**src/rtl/stdin_pkg.sv**
```systemverilog
`default_nettype none
// ============================================================================
// Module      : stdin_pkg
// Description : Shared constants, parser state and byte classifier for the
//               console receive path.
// Revision    : 1.0 - initial release
// ============================================================================
package stdin_pkg;

    localparam logic [7:0] ASCII_0   = 8'h30;
    localparam logic [7:0] ASCII_9   = 8'h39;
    localparam logic [7:0] ASCII_SP  = 8'h20;
    localparam logic [7:0] ASCII_TAB = 8'h09;
    localparam logic [7:0] ASCII_LF  = 8'h0A;
    localparam logic [7:0] ASCII_CR  = 8'h0D;
    localparam logic [7:0] ASCII_EOT = 8'h04;

    typedef enum logic [1:0] {
        IDLE    = 2'd0,
        ACCUM   = 2'd1,
        DISCARD = 2'd2
    } stdin_state_e;

    typedef enum logic [1:0] {
        CLS_DIGIT = 2'd0,
        CLS_SEP   = 2'd1,
        CLS_EOT   = 2'd2,
        CLS_OTHER = 2'd3
    } byte_class_e;

    function automatic byte_class_e classify(input logic [7:0] b);
        if (b >= ASCII_0 && b <= ASCII_9)
            return CLS_DIGIT;
        else if (b == ASCII_SP || b == ASCII_TAB || b == ASCII_LF || b == ASCII_CR)
            return CLS_SEP;
        else if (b == ASCII_EOT)
            return CLS_EOT;
        else
            return CLS_OTHER;
    endfunction

endpackage
`default_nettype wire

```
**src/rtl/stdin_if.sv**
```systemverilog
`default_nettype none
// ============================================================================
// Module      : stdin_if
// Description : UART byte input, parsed-word output, EOF/error and LCD echo
//               signals of the console receive path.
// Revision    : 1.0 - initial release
// ============================================================================
interface stdin_if;
    logic        uart_val_i;
    logic [7:0]  uart_data_i;
    logic        uart_rdy_o;
    logic        stdin_val_o;
    logic [15:0] stdin_data_o;
    logic        stdin_rdy_i;
    logic        stdin_eof_o;
    logic        stdin_clear_i;
    logic        err_o;
    logic [3:0]  lcd_bcd_o [0:3];

    // Environment side: UART receiver, TOY core and LCD
    modport master (
        output uart_val_i, uart_data_i, stdin_rdy_i, stdin_clear_i,
        input  uart_rdy_o, stdin_val_o, stdin_data_o, stdin_eof_o, err_o, lcd_bcd_o
    );

    // Parser side
    modport slave (
        input  uart_val_i, uart_data_i, stdin_rdy_i, stdin_clear_i,
        output uart_rdy_o, stdin_val_o, stdin_data_o, stdin_eof_o, err_o, lcd_bcd_o
    );
endinterface
`default_nettype wire

```
**src/rtl/stdin_fifo.sv**
```systemverilog
`default_nettype none
// ============================================================================
// Module      : stdin_fifo
// Description : Synchronous show-ahead FIFO with registered full/empty flags.
// Revision    : 1.0 - initial release
// ============================================================================
module stdin_fifo #(
    parameter int DEPTH = 4,
    parameter int WIDTH = 16
) (
    input  logic             clk_i,
    input  logic             rst_ni,
    input  logic             i_push,
    input  logic [WIDTH-1:0] i_data,
    input  logic             i_pop,
    output logic             o_full,
    output logic             o_empty,
    output logic [WIDTH-1:0] o_head
);
    localparam int          AW          = (DEPTH > 1) ? $clog2(DEPTH) : 1;
    localparam logic [AW:0] C_FULL_CNT  = (AW+1)'(DEPTH);

    logic [WIDTH-1:0] r_mem [DEPTH];
    logic [AW-1:0]    r_wr_ptr;
    logic [AW-1:0]    r_rd_ptr;
    logic [AW:0]      r_count;
    logic [AW:0]      w_count_next;
    logic             r_full;
    logic             r_empty;
    logic             w_do_push;
    logic             w_do_pop;

    assign w_do_push = i_push & ~r_full;
    assign w_do_pop  = i_pop & ~r_empty;

    always_comb begin
        w_count_next = r_count;
        case ({w_do_push, w_do_pop})
            2'b10:   w_count_next = r_count + (AW+1)'(1);
            2'b01:   w_count_next = r_count - (AW+1)'(1);
            default: w_count_next = r_count;
        endcase
    end

    // Memory is cleared on reset so the head reads zero before the first push
    always_ff @(posedge clk_i) begin
        if (!rst_ni) begin
            r_wr_ptr <= '0;
            r_rd_ptr <= '0;
            r_count  <= '0;
            r_full   <= 1'b0;
            r_empty  <= 1'b1;
            for (int i = 0; i < DEPTH; i++) r_mem[i] <= '0;
        end else begin
            if (w_do_push) begin
                r_mem[r_wr_ptr] <= i_data;
                r_wr_ptr        <= r_wr_ptr + AW'(1);
            end
            if (w_do_pop) r_rd_ptr <= r_rd_ptr + AW'(1);
            r_count <= w_count_next;
            r_full  <= (w_count_next == C_FULL_CNT);
            r_empty <= (w_count_next == '0);
        end
    end

    assign o_full  = r_full;
    assign o_empty = r_empty;
    assign o_head  = r_mem[r_rd_ptr];
endmodule
`default_nettype wire

```
**src/rtl/stdin.sv**
```systemverilog
`default_nettype none
// ============================================================================
// Module      : stdin
// Description : Parses UART ASCII into decimal 16-bit words, buffers them for
//               the core and echoes typed digits to the LCD.
// Revision    : 1.0 - initial release
// ============================================================================
module stdin
    import stdin_pkg::*;
#(
    parameter int MAX_DIGITS = 4,
    parameter int DEPTH      = 4
) (
    input  logic    clk_i,
    input  logic    rst_ni,
    stdin_if.slave  bus
);
    localparam int CW = $clog2(MAX_DIGITS + 1);

    stdin_state_e r_state;
    stdin_state_e w_next_state;
    byte_class_e  w_class;
    logic [3:0]   w_digit;
    logic         w_hs;
    logic         w_cnt_max;
    logic         w_first;
    logic         w_shift;
    logic         w_push;
    logic         w_set_eof;
    logic         w_err;
    logic         w_fifo_full;
    logic         w_fifo_empty;
    logic [15:0]  r_acc;
    logic [CW-1:0] r_cnt;
    logic [3:0]   r_lcd [0:3];
    logic         r_eof;
    logic         r_err;

    assign w_hs      = bus.uart_val_i & bus.uart_rdy_o;
    assign w_class   = classify(bus.uart_data_i);
    assign w_digit   = bus.uart_data_i[3:0];
    assign w_cnt_max = (r_cnt == CW'(MAX_DIGITS));

    always_ff @(posedge clk_i) begin
        if (!rst_ni) r_state <= IDLE;
        else         r_state <= w_next_state;
    end

    always_comb begin
        w_next_state = r_state;
        if (w_hs) begin
            case (r_state)
                IDLE: begin
                    if (w_class == CLS_DIGIT)      w_next_state = ACCUM;
                    else if (w_class == CLS_OTHER) w_next_state = DISCARD;
                end
                ACCUM: begin
                    if (w_class == CLS_SEP || w_class == CLS_EOT) w_next_state = IDLE;
                    else if (w_class == CLS_OTHER || w_cnt_max)   w_next_state = DISCARD;
                end
                DISCARD: begin
                    if (w_class == CLS_SEP || w_class == CLS_EOT) w_next_state = IDLE;
                end
                default: w_next_state = IDLE;
            endcase
        end
    end

    always_comb begin
        w_first   = 1'b0;
        w_shift   = 1'b0;
        w_push    = 1'b0;
        w_set_eof = 1'b0;
        w_err     = 1'b0;
        if (w_hs) begin
            case (r_state)
                IDLE: begin
                    w_first   = (w_class == CLS_DIGIT);
                    w_set_eof = (w_class == CLS_EOT);
                    w_err     = (w_class == CLS_OTHER);
                end
                ACCUM: begin
                    w_shift   = (w_class == CLS_DIGIT) && !w_cnt_max;
                    w_err     = (w_class == CLS_OTHER) || ((w_class == CLS_DIGIT) && w_cnt_max);
                    w_push    = (w_class == CLS_SEP) || (w_class == CLS_EOT);
                    w_set_eof = (w_class == CLS_EOT);
                end
                DISCARD: w_set_eof = (w_class == CLS_EOT);
                default: w_err = 1'b0;
            endcase
        end
    end

    // A same-cycle EOT wins over a clear request
    always_ff @(posedge clk_i) begin
        if (!rst_ni) begin
            r_acc <= '0;
            r_cnt <= '0;
            r_eof <= 1'b0;
            r_err <= 1'b0;
            for (int i = 0; i < 4; i++) r_lcd[i] <= '0;
        end else begin
            r_err <= w_err;
            if (w_first) begin
                r_acc    <= {12'd0, w_digit};
                r_cnt    <= CW'(1);
                r_lcd[0] <= w_digit;
                r_lcd[1] <= '0;
                r_lcd[2] <= '0;
                r_lcd[3] <= '0;
            end else if (w_shift) begin
                r_acc    <= (r_acc * 16'd10) + {12'd0, w_digit};
                r_cnt    <= r_cnt + CW'(1);
                r_lcd[0] <= w_digit;
                r_lcd[1] <= r_lcd[0];
                r_lcd[2] <= r_lcd[1];
                r_lcd[3] <= r_lcd[2];
            end
            if (w_set_eof)              r_eof <= 1'b1;
            else if (bus.stdin_clear_i) r_eof <= 1'b0;
        end
    end

    stdin_fifo #(
        .DEPTH (DEPTH),
        .WIDTH (16)
    ) u_fifo (
        .clk_i   (clk_i),
        .rst_ni  (rst_ni),
        .i_push  (w_push),
        .i_data  (r_acc),
        .i_pop   (bus.stdin_rdy_i),
        .o_full  (w_fifo_full),
        .o_empty (w_fifo_empty),
        .o_head  (bus.stdin_data_o)
    );

    assign bus.uart_rdy_o  = ~w_fifo_full;
    assign bus.stdin_val_o = ~w_fifo_empty;
    assign bus.stdin_eof_o = r_eof;
    assign bus.err_o       = r_err;

    for (genvar i = 0; i < 4; i++) begin : g_lcd
        assign bus.lcd_bcd_o[i] = r_lcd[i];
    end
endmodule
`default_nettype wire

```
**src/flat_wrapper.sv**
```systemverilog
// flat-port wrapper written by rule: the top's interface ports become plain ports
module stdin_flat import stdin_pkg::*;
#(
    parameter int MAX_DIGITS = 4,
    parameter int DEPTH      = 4
)
  (clk_i, rst_ni, bus_uart_val_i, bus_uart_data_i, bus_stdin_rdy_i, bus_stdin_clear_i, bus_uart_rdy_o, bus_stdin_val_o, bus_stdin_data_o, bus_stdin_eof_o, bus_err_o, bus_lcd_bcd_o);
  stdin_if bus_i ();
  input  logic clk_i;
  input  logic rst_ni;
  input wire logic [$bits(bus_i.uart_val_i)-1:0] bus_uart_val_i;
  input wire logic [$bits(bus_i.uart_data_i)-1:0] bus_uart_data_i;
  input wire logic [$bits(bus_i.stdin_rdy_i)-1:0] bus_stdin_rdy_i;
  input wire logic [$bits(bus_i.stdin_clear_i)-1:0] bus_stdin_clear_i;
  output wire logic [$bits(bus_i.uart_rdy_o)-1:0] bus_uart_rdy_o;
  output wire logic [$bits(bus_i.stdin_val_o)-1:0] bus_stdin_val_o;
  output wire logic [$bits(bus_i.stdin_data_o)-1:0] bus_stdin_data_o;
  output wire logic [$bits(bus_i.stdin_eof_o)-1:0] bus_stdin_eof_o;
  output wire logic [$bits(bus_i.err_o)-1:0] bus_err_o;
  output wire logic [$bits(bus_i.lcd_bcd_o)-1:0] bus_lcd_bcd_o;
  assign bus_i.uart_val_i = bus_uart_val_i;
  assign bus_i.uart_data_i = bus_uart_data_i;
  assign bus_i.stdin_rdy_i = bus_stdin_rdy_i;
  assign bus_i.stdin_clear_i = bus_stdin_clear_i;
  assign bus_uart_rdy_o = bus_i.uart_rdy_o;
  assign bus_stdin_val_o = bus_i.stdin_val_o;
  assign bus_stdin_data_o = bus_i.stdin_data_o;
  assign bus_stdin_eof_o = bus_i.stdin_eof_o;
  assign bus_err_o = bus_i.err_o;
  assign bus_lcd_bcd_o = {>>{bus_i.lcd_bcd_o}};
  stdin #(.MAX_DIGITS(MAX_DIGITS), .DEPTH(DEPTH)) u_core (.clk_i(clk_i), .rst_ni(rst_ni), .bus(bus_i));
endmodule
```
**config.mk**
```make
export PLATFORM = sky130hd
export DESIGN_NAME = stdin_flat
export DESIGN_NICKNAME = d
export VERILOG_FILES = /design/src/rtl/stdin_pkg.sv /design/src/rtl/stdin_if.sv /design/src/rtl/stdin_fifo.sv /design/src/rtl/stdin.sv /design/src/flat_wrapper.sv
export SDC_FILE = /design/constraint.sdc
export NUM_CORES = 1
export LEC_CHECK = 0
export ABC_AREA = 1
export BUFFER_PORTS_ARGS = -buffer_cell sky130_fd_sc_hd__buf_2
export CAP_MARGIN = 5
export CELL_PAD_IN_SITES_DETAIL_PLACEMENT = 1
export CELL_PAD_IN_SITES_GLOBAL_PLACEMENT = 1
export CORE_ASPECT_RATIO = 0.7
export CORE_MARGIN = 2
export CORE_UTILIZATION = 30
export DETAILED_ROUTE_END_ITERATION = 8
export PLACE_DENSITY_LB_ADDON = 0.1
export SLEW_MARGIN = 30
export SYNTH_ARGS = -nofsm -noshare
export SYNTH_HDL_FRONTEND = slang
export SYNTH_SLANG_ARGS = --single-unit
```
**constraint.sdc**
```tcl
create_clock -name clk_i -period 6.3 [get_ports clk_i]
set_input_delay 0.63 -clock clk_i [delete_from_list [all_inputs] [get_ports clk_i]]
set_output_delay 0.63 -clock clk_i [all_outputs]
set_load 0.01 [all_outputs]
```
==> results of run 1 <==
[synthesized netlist by cell type (6+ instances only)]
| cell type | n |
|---|---|
| inv_2 | 15 |
| nand4_1 | 6 |
| dfxtp_1 | 38 |
| ha_1 | 32 |
| nor2_4 | 8 |
| nor2_1 | 143 |
| a21oi_1 | 21 |
| xor2_1 | 8 |
| o21ai_0 | 40 |
| o22ai_1 | 26 |
| clkbuf_1 | 10 |
| nand3_1 | 32 |
| nand2_2 | 7 |
| nand2_1 | 102 |
| inv_1 | 82 |
| edfxtp_1 | 76 |
[per-stage QoR]
stage | total power [uW] | setup slack, ps | utilization | instance area, sq um | hold WS (ps)
global placement | 889.5 | 2733 | 0.3295 | 6506 | 446.3
finish | 1810 | 3038 | 0.3590 | 7089 | 460.1
CTS | 1829 | 3002 | 0.3590 | 7089 | 469.1
detailed placement | 890.8 | 2584 | 0.3295 | 6506 | 459.9
floorplan | 863.6 | 2690 | - | 6011 | 426.1
global route | 1867 | 2722 | 0.3590 | 7089 | 475.9
[worst max-delay path by stage]
| stage | startpoint | endpoint | slack [ps] | cells past startpoint |
|---|---|---|---|---|
| floorplan | bus_uart_data_i[2] | u_core.u_fifo.r_mem[3][0]$_DFFE_PP_ | 2690 | 12 |
| finish | bus_uart_data_i[1] | u_core.u_fifo.r_mem[2][9]$_SDFFCE_PN0P_ | 3040 | 16 |
| CTS | bus_uart_data_i[1] | u_core.u_fifo.r_mem[2][3]$_SDFFCE_PN0P_ | 3000 | 16 |
| detailed placement | bus_uart_data_i[1] | u_core.u_fifo.r_mem[2][12]$_SDFFCE_PN0P_ | 2580 | 16 |
| global placement | bus_uart_data_i[2] | u_core.u_fifo.r_mem[2][7]$_SDFFCE_PN0P_ | 2730 | 15 |
| global route | bus_uart_data_i[1] | u_core.u_fifo.r_mem[2][7]$_SDFFCE_PN0P_ | 2720 | 16 |
[flip-flops by register name, summed over array words and instances, names as in the netlist, named ones only]
signal                  cells
u_core.r_cnt                3
u_core.u_fifo.r_count       3
u_core.bus.stdin_eof_o      1
u_core.r_state              2
u_core.u_fifo.r_wr_ptr      2
u_core.u_fifo.o_empty       1
u_core.r_acc               16
u_core.u_fifo.r_mem        64
u_core.bus.err_o            1
u_core.r_lcd               16
u_core.u_fifo.r_rd_ptr      2
u_core.u_fifo.o_full        1
[layer usage]
| metal | share of wire | global-route usage | wire length (um) | up-vias |
|---|---|---|---|---|
| met2 | 0.41 | 0.2395 | 6928 | 64 |
| li1 | - | - | - | 2366 |
| met1 | 0.55 | 0.2502 | 9185 | 2354 |
| met3 | 0.033 | 0.03656 | 549 | 12 |
| met5 | 0 | 0 | 0 | - |
| met4 | 0.0082 | 0.05085 | 138 | 0 |
[tightest hold or removal path: cells and delay by family, from the launching register on]
family	cells	cell delay [ps]
AND/OR/NAND/NOR	2	100
flip-flops	1	310
[where the power goes]
part / total (uW) / internal [uW] / switching (uW)
logic: 53.5 / 15.5 / 38.1
registers: 821 / 814 / 7.24
clock network: 936 / 593 / 343
[final cells by class]
class,instances,area share
inverter,99,0.05242
multi-input combinational,458,0.3525
timing repair buffer,50,0.03600
sequential,114,0.4292
clock buffer,25,0.07607
tap,270,0.04765
clock inverter,7,0.006177
[logic make-up after synthesis]
family | count (synthesis)
buf+inv | 117
compound gates | 95
simple gates | 315
flops | 114
xor+xnor | 13
fa+ha+maj | 35
==> flow_metrics.env, run 1 <==
export IMPL_clk_pin_slew_worst_paths_ps=50
export IMPL_rr_endpoint="u_core.r_acc[14]$_SDFFE_PP0P_"
export IMPL_antenna_found_initial=0
export IMPL_die_w_um=173.2
export IMPL_start_util=0.3044
export IMPL_numCtsBuffers=17
export IMPL_dp_cells=991
export IMPL_fin_crit_sh=0.5178
export IMPL_synth_top_family_by_area="simple AND/OR/NAND/NOR gates"
export IMPL_hold_viol=0
export IMPL_tns_ps=0
export IMPL_async_reset_ff_frac=0
export IMPL_cp_slowest_stage_delay_ps=550
export IMPL_tightest_slew_ps=679.0
export IMPL_core_area_sq_um=19750
export IMPL_r2r_start="u_core.r_acc[3]$_SDFFE_PN0P_"
export IMPL_port_buffers=48
export IMPL_cap_violations=0
export IMPL_ctsLongestPathBuffers=2
export IMPL_crit_top_cell="inv_1"
export IMPL_vias_per_cell=4.688
export IMPL_cts_hold_fix_buffers=0
export IMPL_drc=0
export IMPL_synth_top_flop_cell="edfxtp_1"
export IMPL_ys_types=38
export IMPL_power_density_nw_per_um2=255.3
export IMPL_vias=4796
export IMPL_worstSetupPathType="input pin to flip-flop"
export IMPL_yosysWarnings=0
export IMPL_crit_slowest_cell="nand2_1"
export IMPL_drive_gt1_frac=0.1647
export IMPL_slew_headroom=0.5462
export IMPL_fin_skew_ps=10.41
export IMPL_grt_max_degree=34
export IMPL_hold_class="flip-flop to flip-flop"
export IMPL_min_delay_path_depth=2
export IMPL_worstHoldStart="u_core.r_acc[15]$_SDFFE_PP0P_"
export IMPL_holdPathEnd="u_core.r_acc[15]$_SDFFE_PP0P_"
export IMPL_critical_path_cell_chain="buf_2, nor2_1, inv_1, nand4_1, o41ai_1, nor2_1, inv_1, ha_1, inv_1, nor3_2, inv_2, nor2_2, inv_2, nor2_4, nand2_4, nand2_1"
export IMPL_die_area_sq_um=21200
export IMPL_finalSetupViolations=0
export IMPL_place_gp_congestion=0.7592
export IMPL_cts_root_buffer="clkbuf_16"
export IMPL_r2r_cells=15
export IMPL_syn_instance_count=689
export IMPL_cts_tree="yes"
export IMPL_syn_area_per_cell_sq_um=8.724
export IMPL_max_freq_mhz=306.5
export IMPL_multi_input_area_sq_um=2499
export IMPL_grt_pass1_vias=4935
export IMPL_path_delay_family="simple AND/OR/NAND/NOR gates"
export IMPL_synth_compound_area_frac=0.08784
export IMPL_synth_seq_area_share=0.5062
export IMPL_first_iter_violations=249
export IMPL_synth_xor_area_share=0.02019
export IMPL_finalWirelength_mm=16.80
export IMPL_drv_slew=0
export IMPL_grt_overflow=0
export IMPL_area_delta_synth_final_pct=17.94
export IMPL_die_h_um=122.4
export IMPL_critPathCaptureType="flip-flop"
export IMPL_synth_top_area_share=0.3797
export IMPL_path_buf_inv=6
export IMPL_layout_commonest_cell="nor2_1"
export IMPL_netlist_area_sq_um=6011
export IMPL_post_cts_buffers=0
export IMPL_synth_edff_count=76
export IMPL_diodes=0
export IMPL_mostFrequentLayoutCells="143 x nor2_1, 102 x nand2_1, 81 x inv_1, 76 x edfxtp_1, 48 x buf_2"
export IMPL_synth_area_leaders="edfxtp_1 38%, dfxtp_1 13%, nor2_1 8.9%, ha_1 6.7%, nand2_1 6.4%"
export IMPL_vdd_drop_max_uv=224.9
export IMPL_grt_util_all_layers=0.1675
export IMPL_rows=43
export IMPL_reg2reg_slack_ps=3470
export IMPL_required_ps=6340
export IMPL_synthMuxAreaShare=0
export IMPL_grt_pass1_wl_mm=26.99
export IMPL_crit_arrival_ps=3310
export IMPL_yosys_area_share_simple=0.2311
export IMPL_leakagePower_uw=0.002978
export IMPL_io_pins=49
export IMPL_rsz0062_at_grt="no"
export IMPL_fillers=2334
export IMPL_final_nets=788
export IMPL_critPathMaxFanout=17
export IMPL_ant_nets=0
export IMPL_dp_hpwl_mm=12.82
export IMPL_clock_latency_ps=410
export IMPL_htreeDepth=4
export IMPL_cts_sinks=114
export IMPL_timing_final_crit_period_ps=3262
export IMPL_status="completed"
export IMPL_post_cts_resized=0
export IMPL_ys_ff_latch=114
export IMPL_start_kind="input pin"
export IMPL_ff_latch_area_sq_um=3043
export IMPL_synthAdderAreaFrac=0.07660
export IMPL_dr_pass1_iters=4
export IMPL_stdcell_count=1023
export IMPL_synth_net_count=737
export IMPL_yosys_area_top_type="edfxtp_1"
export IMPL_avgRoutedWirePerCell_um=16.42
No activity file was read; power rests on OpenSTA's default activity.
==> inputs of run 2 (changes only) <==
Settings changed: ABC_AREA 1 to 0.
Clock period 6.3 ns to 3.3 ns, I/O delays scaled along.
==> flow_metrics.env, run 2 <==
export IMPL_hold_class="input pin to flip-flop"
export IMPL_die_h_um=122.2
export IMPL_drv_slew=0
export IMPL_pwr_share_comb=0.035
export IMPL_largest_register_ffs=64
export IMPL_grt_util_all_layers=0.1530
export IMPL_drc=0
export IMPL_top_register="u_core.u_fifo.r_mem"
export IMPL_path_buf_inv=0
export IMPL_synth_xor_area_share=0.03511
export IMPL_utilization=0.3690
export IMPL_finalSetupViolations=0
export IMPL_syn_area_per_cell_sq_um=11.60
export IMPL_r2r_cells=10
export IMPL_cts_sinks=114
export IMPL_port_buffers=48
export IMPL_intPower_uw=2675
export IMPL_grt_pass1_wl_mm=24.42
export IMPL_timing_final_crit_period_ps=3133
export IMPL_synth_most_common_cell="edfxtp_1"
export IMPL_design_area_sq_um=7267
export IMPL_numCtsBuffers=17
export IMPL_clkPwrFrac=0.506
export IMPL_synthMuxAreaShare=0.07377
export IMPL_place_gp_congestion=0.7872
export IMPL_post_cts_buffers=0
export IMPL_clock_latency_ps=410
export IMPL_rows=43
export IMPL_dp_hpwl_mm=11.00
export IMPL_synth_edff_count=76
export IMPL_vias_per_cell=4.708
export IMPL_htreeDepth=4
export IMPL_leakagePower_uw=0.002982
export IMPL_tightest_slew_ps=925.6
export IMPL_clk_pin_slew_worst_paths_ps=50
export IMPL_grt_overflow=0
export IMPL_core_area_sq_um=19690
export IMPL_yosysWarnings=0
export IMPL_syn_instance_count=516
export IMPL_grt_pass1_vias=4391
export IMPL_critPathCaptureType="flip-flop"
export IMPL_avgRoutedWirePerCell_um=17.62
export IMPL_yosys_area_share_simple=0.1933
export IMPL_vdd_drop_max_uv=347.6
export IMPL_critPathMaxFanout=4
export IMPL_synth_seq_area_share=0.5083
export IMPL_synth_top_area_share=0.3812
export IMPL_layout_commonest_cell="edfxtp_1"
export IMPL_first_iter_violations=257
export IMPL_status="completed"
export IMPL_cap_violations=0
export IMPL_die_w_um=172.8
export IMPL_dp_cells=840
export IMPL_vias=4105
export IMPL_synth_area_leaders="edfxtp_1 38%, dfxtp_1 13%, ha_1 6.7%, mux4_2 6.0%, and2_1 5.9%"
export IMPL_netlist_area_sq_um=5987
export IMPL_die_area_sq_um=21120
export IMPL_synth_top_flop_cell="edfxtp_1"
export IMPL_diodes=0
export IMPL_start_kind="flip-flop"
export IMPL_grt_max_degree=24
export IMPL_setup_worst_path_end="u_core.r_acc[15]$_SDFFE_PP0P_"
export IMPL_hold_viol=0
export IMPL_r2r_start="u_core.r_acc[1]$_SDFFE_PN0P_"
export IMPL_ys_top_cells_by_count="76 x edfxtp_1, 56 x and2_1, 38 x dfxtp_1"
export IMPL_ctsLongestPathBuffers=2
export IMPL_ys_ff_latch=114
export IMPL_swShare=0.2205
export IMPL_worstSetupPathType="flip-flop to flip-flop"
export IMPL_finalWirelength_mm=15.36
export IMPL_async_reset_ff_frac=0
export IMPL_stdcell_count=872
export IMPL_worstHoldStart="bus_stdin_clear_i"
export IMPL_cts_tree="yes"
export IMPL_max_freq_mhz=319.2
export IMPL_required_ps=3590
export IMPL_io_pins=49
export IMPL_antenna_found_initial=0
export IMPL_cts_root_buffer="clkbuf_16"
export IMPL_rsz0062_at_grt="no"
export IMPL_area_delta_synth_final_pct=21.38
export IMPL_ant_nets=0
export IMPL_synthAdderAreaFrac=0.07691
export IMPL_synth_compound_area_frac=0.08485
export IMPL_pwr_share_seq=0.459
export IMPL_reg2reg_slack_ps=170
export IMPL_fin_crit_sh=0.9493
export IMPL_crit_arrival_ps=3430
export IMPL_slew_headroom=0.3821
export IMPL_place_area_sq_um=6691
export IMPL_p_switching_uw=756.7
export IMPL_biggestRegsByFlops="u_core.u_fifo.r_mem (64), u_core.r_acc (16), u_core.r_lcd (16)"
export IMPL_final_nets=637
export IMPL_synth_net_count=564
export IMPL_start_util=0.3040
export IMPL_crit_start="u_core.r_acc[1]$_SDFFE_PN0P_"
export IMPL_ys_types=62
export IMPL_cp_depth=10
export IMPL_rr_endpoint="u_core.r_acc[15]$_SDFFE_PP0P_"
export IMPL_tns_ps=0
export IMPL_crit_slowest_cell="fa_1"
export IMPL_dr_pass1_iters=4
export IMPL_power_density_nw_per_um2=472.2
export IMPL_yosys_area_top_type="edfxtp_1"
export IMPL_path_delay_family="simple AND/OR/NAND/NOR gates"
export IMPL_fin_skew_ps=7.571
export IMPL_drive_gt1_frac=0.2276
export IMPL_synth_top_family_by_area="simple AND/OR/NAND/NOR gates"
export IMPL_cp_slowest_stage_delay_ps=450
export IMPL_critical_path_cell_chain="ha_1, ha_1, fa_1, a211oi_4, nor2_2, nor4_4, nand4_2, nor4_4, mux2i_1, nand3_1"
export IMPL_mostFrequentLayoutCells="76 x edfxtp_1, 56 x and2_1, 48 x buf_2, 38 x dfxtp_1, 35 x nand2_1"
==> run 2: layout make-up <==
| type | instances | area (sq um) |
|---|---|---|
| fillers | 2152 | 12420 |
| flip-flops and latches | 114 | 3043 |
| multi-input cells | 359 | 2785 |
| clock buffers | 21 | 493.0 |
| repair buffers | 77 | 457.9 |
| well taps | 270 | 337.8 |
| clock inverters | 11 | 75.07 |
| inverters | 20 | 75.07 |
==> run 2: cells by family (layout without fill, tap and decap cells) <==
kind of cell    count (synthesis)  after routing
flops                         114            114
fa+ha+maj                      35             35
compound gates                 75             75
mux                            24             24
xor+xnor                       24             24
buf+inv                        43            129
simple gates                  201            201
==> run 2: tightest hold or removal path: stages <==
cell and delay [ps]:
buf_2 100, inv_1 40, a32oi_1 40, nor2b_1 100
==> run 2: how the worst min path moves through the flow <==
| stage | to | cells past startpoint | slack [ps] |
|---|---|---|---|
| 6_report | u_core.bus.stdin_eof_o$_SDFFE_PN0P_ | 4 | 230 |
| 5_1_grt | u_core.bus.stdin_eof_o$_SDFFE_PN0P_ | 4 | 250 |
| 4_1_cts | u_core.bus.stdin_eof_o$_SDFFE_PN0P_ | 4 | 220 |
| 3_5_place_dp | u_core.u_fifo.r_count[2]$_SDFF_PN0_ | 2 | 500 |
| 3_3_place_gp | u_core.r_lcd[2][0]$_SDFFE_PP0P_ | 2 | 480 |
| 2_1_floorplan | u_core.u_fifo.r_count[2]$_SDFF_PN0_ | 2 | 470 |
==> run 2: power groups by stage <==
| stage | clock (uW) | sequential, uW | combinational, uW |
|---|---|---|---|
| detailed placement | 0 | 1610 | 123 |
| CTS | 1780 | 1580 | 123 |
| floorplan | 0 | 1600 | 62.3 |
| global route | 1850 | 1580 | 132 |
| finish | 1740 | 1580 | 120 |
| global placement | 0 | 1600 | 120 |
==> run 2: timing repair <==
action	CTS	global route
hold buffers	0	0
endpoints found under the setup margin	0	1
endpoints found under the hold margin	0	0
gates resized for setup	0	1
==> run 2: layer usage <==
| layer | part of all wire | up-vias | global-route usage |
|---|---|---|---|
| met5 | 0 | - | 0 |
| met4 | 0.013 | 0 | 0.04820 |
| met2 | 0.44 | 52 | 0.2335 |
| met3 | 0.032 | 18 | 0.03652 |
| met1 | 0.52 | 2017 | 0.2148 |
| li1 | - | 2018 | - |
==> run 2: metrics by stage <==
step / setup slack, ps / power [uW] / hold WS, ps
floorplan: 23.55 / 1664 / 469.5
global placement: 62.20 / 1724 / 484.2
detailed placement: -88.33 / 1729 / 502.5
CTS: 115.3 / 3482 / 222.0
global route: 4.368 / 3560 / 249.9
finish: 167.3 / 3432 / 231.3
==> inputs of run 3 (changes only) <==
Clock period 3.3 ns to 3.25 ns, I/O delays scaled along.
==> flow_metrics.env, run 3 (synthesized netlist as in run 2, its figures left out) <==
export IMPL_slew_headroom=0.4035
export IMPL_port_buffers=48
export IMPL_leakagePower_uw=0.003007
export IMPL_layout_commonest_cell="edfxtp_1"
export IMPL_dp_hpwl_mm=10.75
export IMPL_first_iter_violations=275
export IMPL_die_area_sq_um=21120
export IMPL_clk_pin_slew_worst_paths_ps=60
export IMPL_diodes=0
export IMPL_r2r_start="u_core.r_acc[1]$_SDFFE_PN0P_"
export IMPL_tightest_slew_ps=893.6
export IMPL_final_nets=637
export IMPL_grt_overflow=0
export IMPL_biggestRegsByFlops="u_core.u_fifo.r_mem (64), u_core.r_acc (16), u_core.r_lcd (16)"
export IMPL_multi_input_area_sq_um=2790
export IMPL_finalSetupViolations=0
export IMPL_rows=43
export IMPL_crit_top_cell="ha_1"
export IMPL_mostFrequentLayoutCells="76 x edfxtp_1, 56 x and2_1, 48 x buf_2, 38 x dfxtp_1, 35 x nand2_1"
export IMPL_antenna_found_initial=0
export IMPL_dr_pass1_iters=4
export IMPL_status="completed"
export IMPL_largest_register_ffs=64
export IMPL_vias_per_cell=4.722
export IMPL_ctsLongestPathBuffers=2
export IMPL_critPathMaxFanout=4
export IMPL_reg2reg_slack_ps=200
export IMPL_p_total_uw=3502
export IMPL_max_freq_mhz=327.5
export IMPL_start_kind="flip-flop"
export IMPL_htreeDepth=4
export IMPL_min_delay_path_depth=4
export IMPL_vdd_drop_max_uv=366.9
export IMPL_crit_slowest_cell="fa_1"
export IMPL_cp_depth=11
export IMPL_fin_crit_sh=0.9396
export IMPL_finalWirelength_mm=15.16
export IMPL_start_util=0.3040
export IMPL_cts_tree="yes"
export IMPL_hold_viol=0
export IMPL_die_h_um=122.2
export IMPL_hold_class="input pin to flip-flop"
export IMPL_critical_path_cell_chain="ha_1, ha_1, fa_1, a211oi_4, nor2_2, nor4_4, buf_4, nand3_1, nor4_2, xnor2_1, a22o_1"
export IMPL_vias=4118
export IMPL_cts_sinks=114
export IMPL_cts_hold_fix_buffers=0
export IMPL_path_buf_inv=1
export IMPL_drc=0
export IMPL_holdPathEnd="u_core.bus.stdin_eof_o$_SDFFE_PN0P_"
export IMPL_worstSetupPathType="flip-flop to flip-flop"
export IMPL_drv_slew=0
export IMPL_timing_final_crit_period_ps=3054
export IMPL_rsz0062_at_grt="no"
export IMPL_die_w_um=172.8
export IMPL_required_ps=3550
export IMPL_area_delta_synth_final_pct=22.13
export IMPL_ant_nets=0
export IMPL_worstHoldStart="bus_stdin_clear_i"
export IMPL_path_delay_family="adder cells"
export IMPL_power_density_nw_per_um2=478.9
export IMPL_io_pins=49
export IMPL_rr_endpoint="u_core.r_acc[14]$_SDFFE_PP0P_"
export IMPL_place_ws_ps=-73.63
export IMPL_grt_util_all_layers=0.1518
export IMPL_crit_arrival_ps=3350
export IMPL_cts_root_buffer="clkbuf_16"
export IMPL_critPathCaptureType="flip-flop"
export IMPL_core_area_sq_um=19690
export IMPL_fillers=2196
export IMPL_top_register="u_core.u_fifo.r_mem"
export IMPL_numCtsBuffers=17
export IMPL_grt_pass1_vias=4348
export IMPL_setup_slack_ps=196.4
export IMPL_r2r_cells=11
export IMPL_drive_gt1_frac=0.2309
export IMPL_cp_slowest_stage_delay_ps=450
export IMPL_clock_latency_ps=410
export IMPL_cap_violations=0
export IMPL_fin_skew_ps=11.60
export IMPL_place_gp_congestion=0.7455
export IMPL_avgRoutedWirePerCell_um=17.39
export IMPL_grt_pass1_wl_mm=24.31
export IMPL_grt_max_degree=32
export IMPL_ff_latch_area_sq_um=3043
[run 3: changes by cell type in the layout (fill, tap and decap cells not counted), sizes merged]
cell | previous run | this run
inv | 22 | 25
clkbuf | 21 | 19
clkinv | 6 | 7
clkinvlp | 3 | 1
[run 3: layout make-up]
cell class | instances | share of cell area
Sequential cell | 114 | 0.4162
Timing Repair Buffer | 77 | 0.06776
Multi-Input combinational cell | 359 | 0.3816
Inverter | 20 | 0.01027
Tap cell | 270 | 0.04620
Clock inverter | 13 | 0.01300
Clock buffer | 19 | 0.06502
[run 3: worst reg2reg max path, cell delays in order (launching register included)]
cell	delay (ps)
dfxtp_1	310
ha_1	290
ha_1	240
fa_1	450
a211oi_4	310
nor2_2	120
nor4_4	320
buf_4	170
nand3_1	110
nor4_2	320
xnor2_1	100
a22o_1	200
[run 3: worst max path at each step]
stage | from | end | slack (ps)
after CTS | u_core.r_acc[1]$_SDFFE_PN0P_ | u_core.r_acc[14]$_SDFFE_PP0P_ | 160
after detailed placement | bus_uart_data_i[4] | u_core.u_fifo.o_full$_SDFF_PN0_ | -70
after floorplan | bus_uart_data_i[4] | u_core.u_fifo.o_full$_SDFF_PN0_ | -8
after global routing | u_core.r_acc[5]$_SDFFE_PP0P_ | u_core.r_acc[14]$_SDFFE_PP0P_ | 20
final | u_core.r_acc[1]$_SDFFE_PN0P_ | u_core.r_acc[14]$_SDFFE_PP0P_ | 200
after global placement | bus_uart_data_i[4] | u_core.u_fifo.o_full$_SDFF_PN0_ | 70
[run 3: where the power goes]
part	switching [uW]	internal, uW
combinational	74.5	49.9
clock	706	1070
sequential	13.8	1580
[run 3: repair_timing]
action                     in CTS  in global routing
gates resized for setup         0                  2
setup endpoints to repair       0                  2
buffers inserted                0                  0
[run 3: through the flow]
| stage | TNS (ps) | instance area (sq um) | util | cells | hold WS [ps] |
|---|---|---|---|---|---|
| after floorplan | -7.810 | 5987 | - | 516 | 469.5 |
| after global placement | 0 | 6729 | 0.3417 | 840 | 482.1 |
| after detailed placement | -142.0 | 6729 | 0.3417 | 840 | 505.6 |
| after CTS | 0 | 7300 | 0.3707 | 872 | 227.2 |
| after global routing | 0 | 7312 | 0.3713 | 872 | 253.3 |
| final | 0 | 7312 | 0.3713 | 872 | 237.8 |
[run 3: layer usage]
metal  global-route usage  vias to the layer above  share of wire
met5                    0                        -              0
met4              0.04290                        0         0.0049
met3              0.03433                        4          0.024
met2               0.2210                       52           0.43
li1                     -                     2020              -
met1               0.2246                     2042           0.54
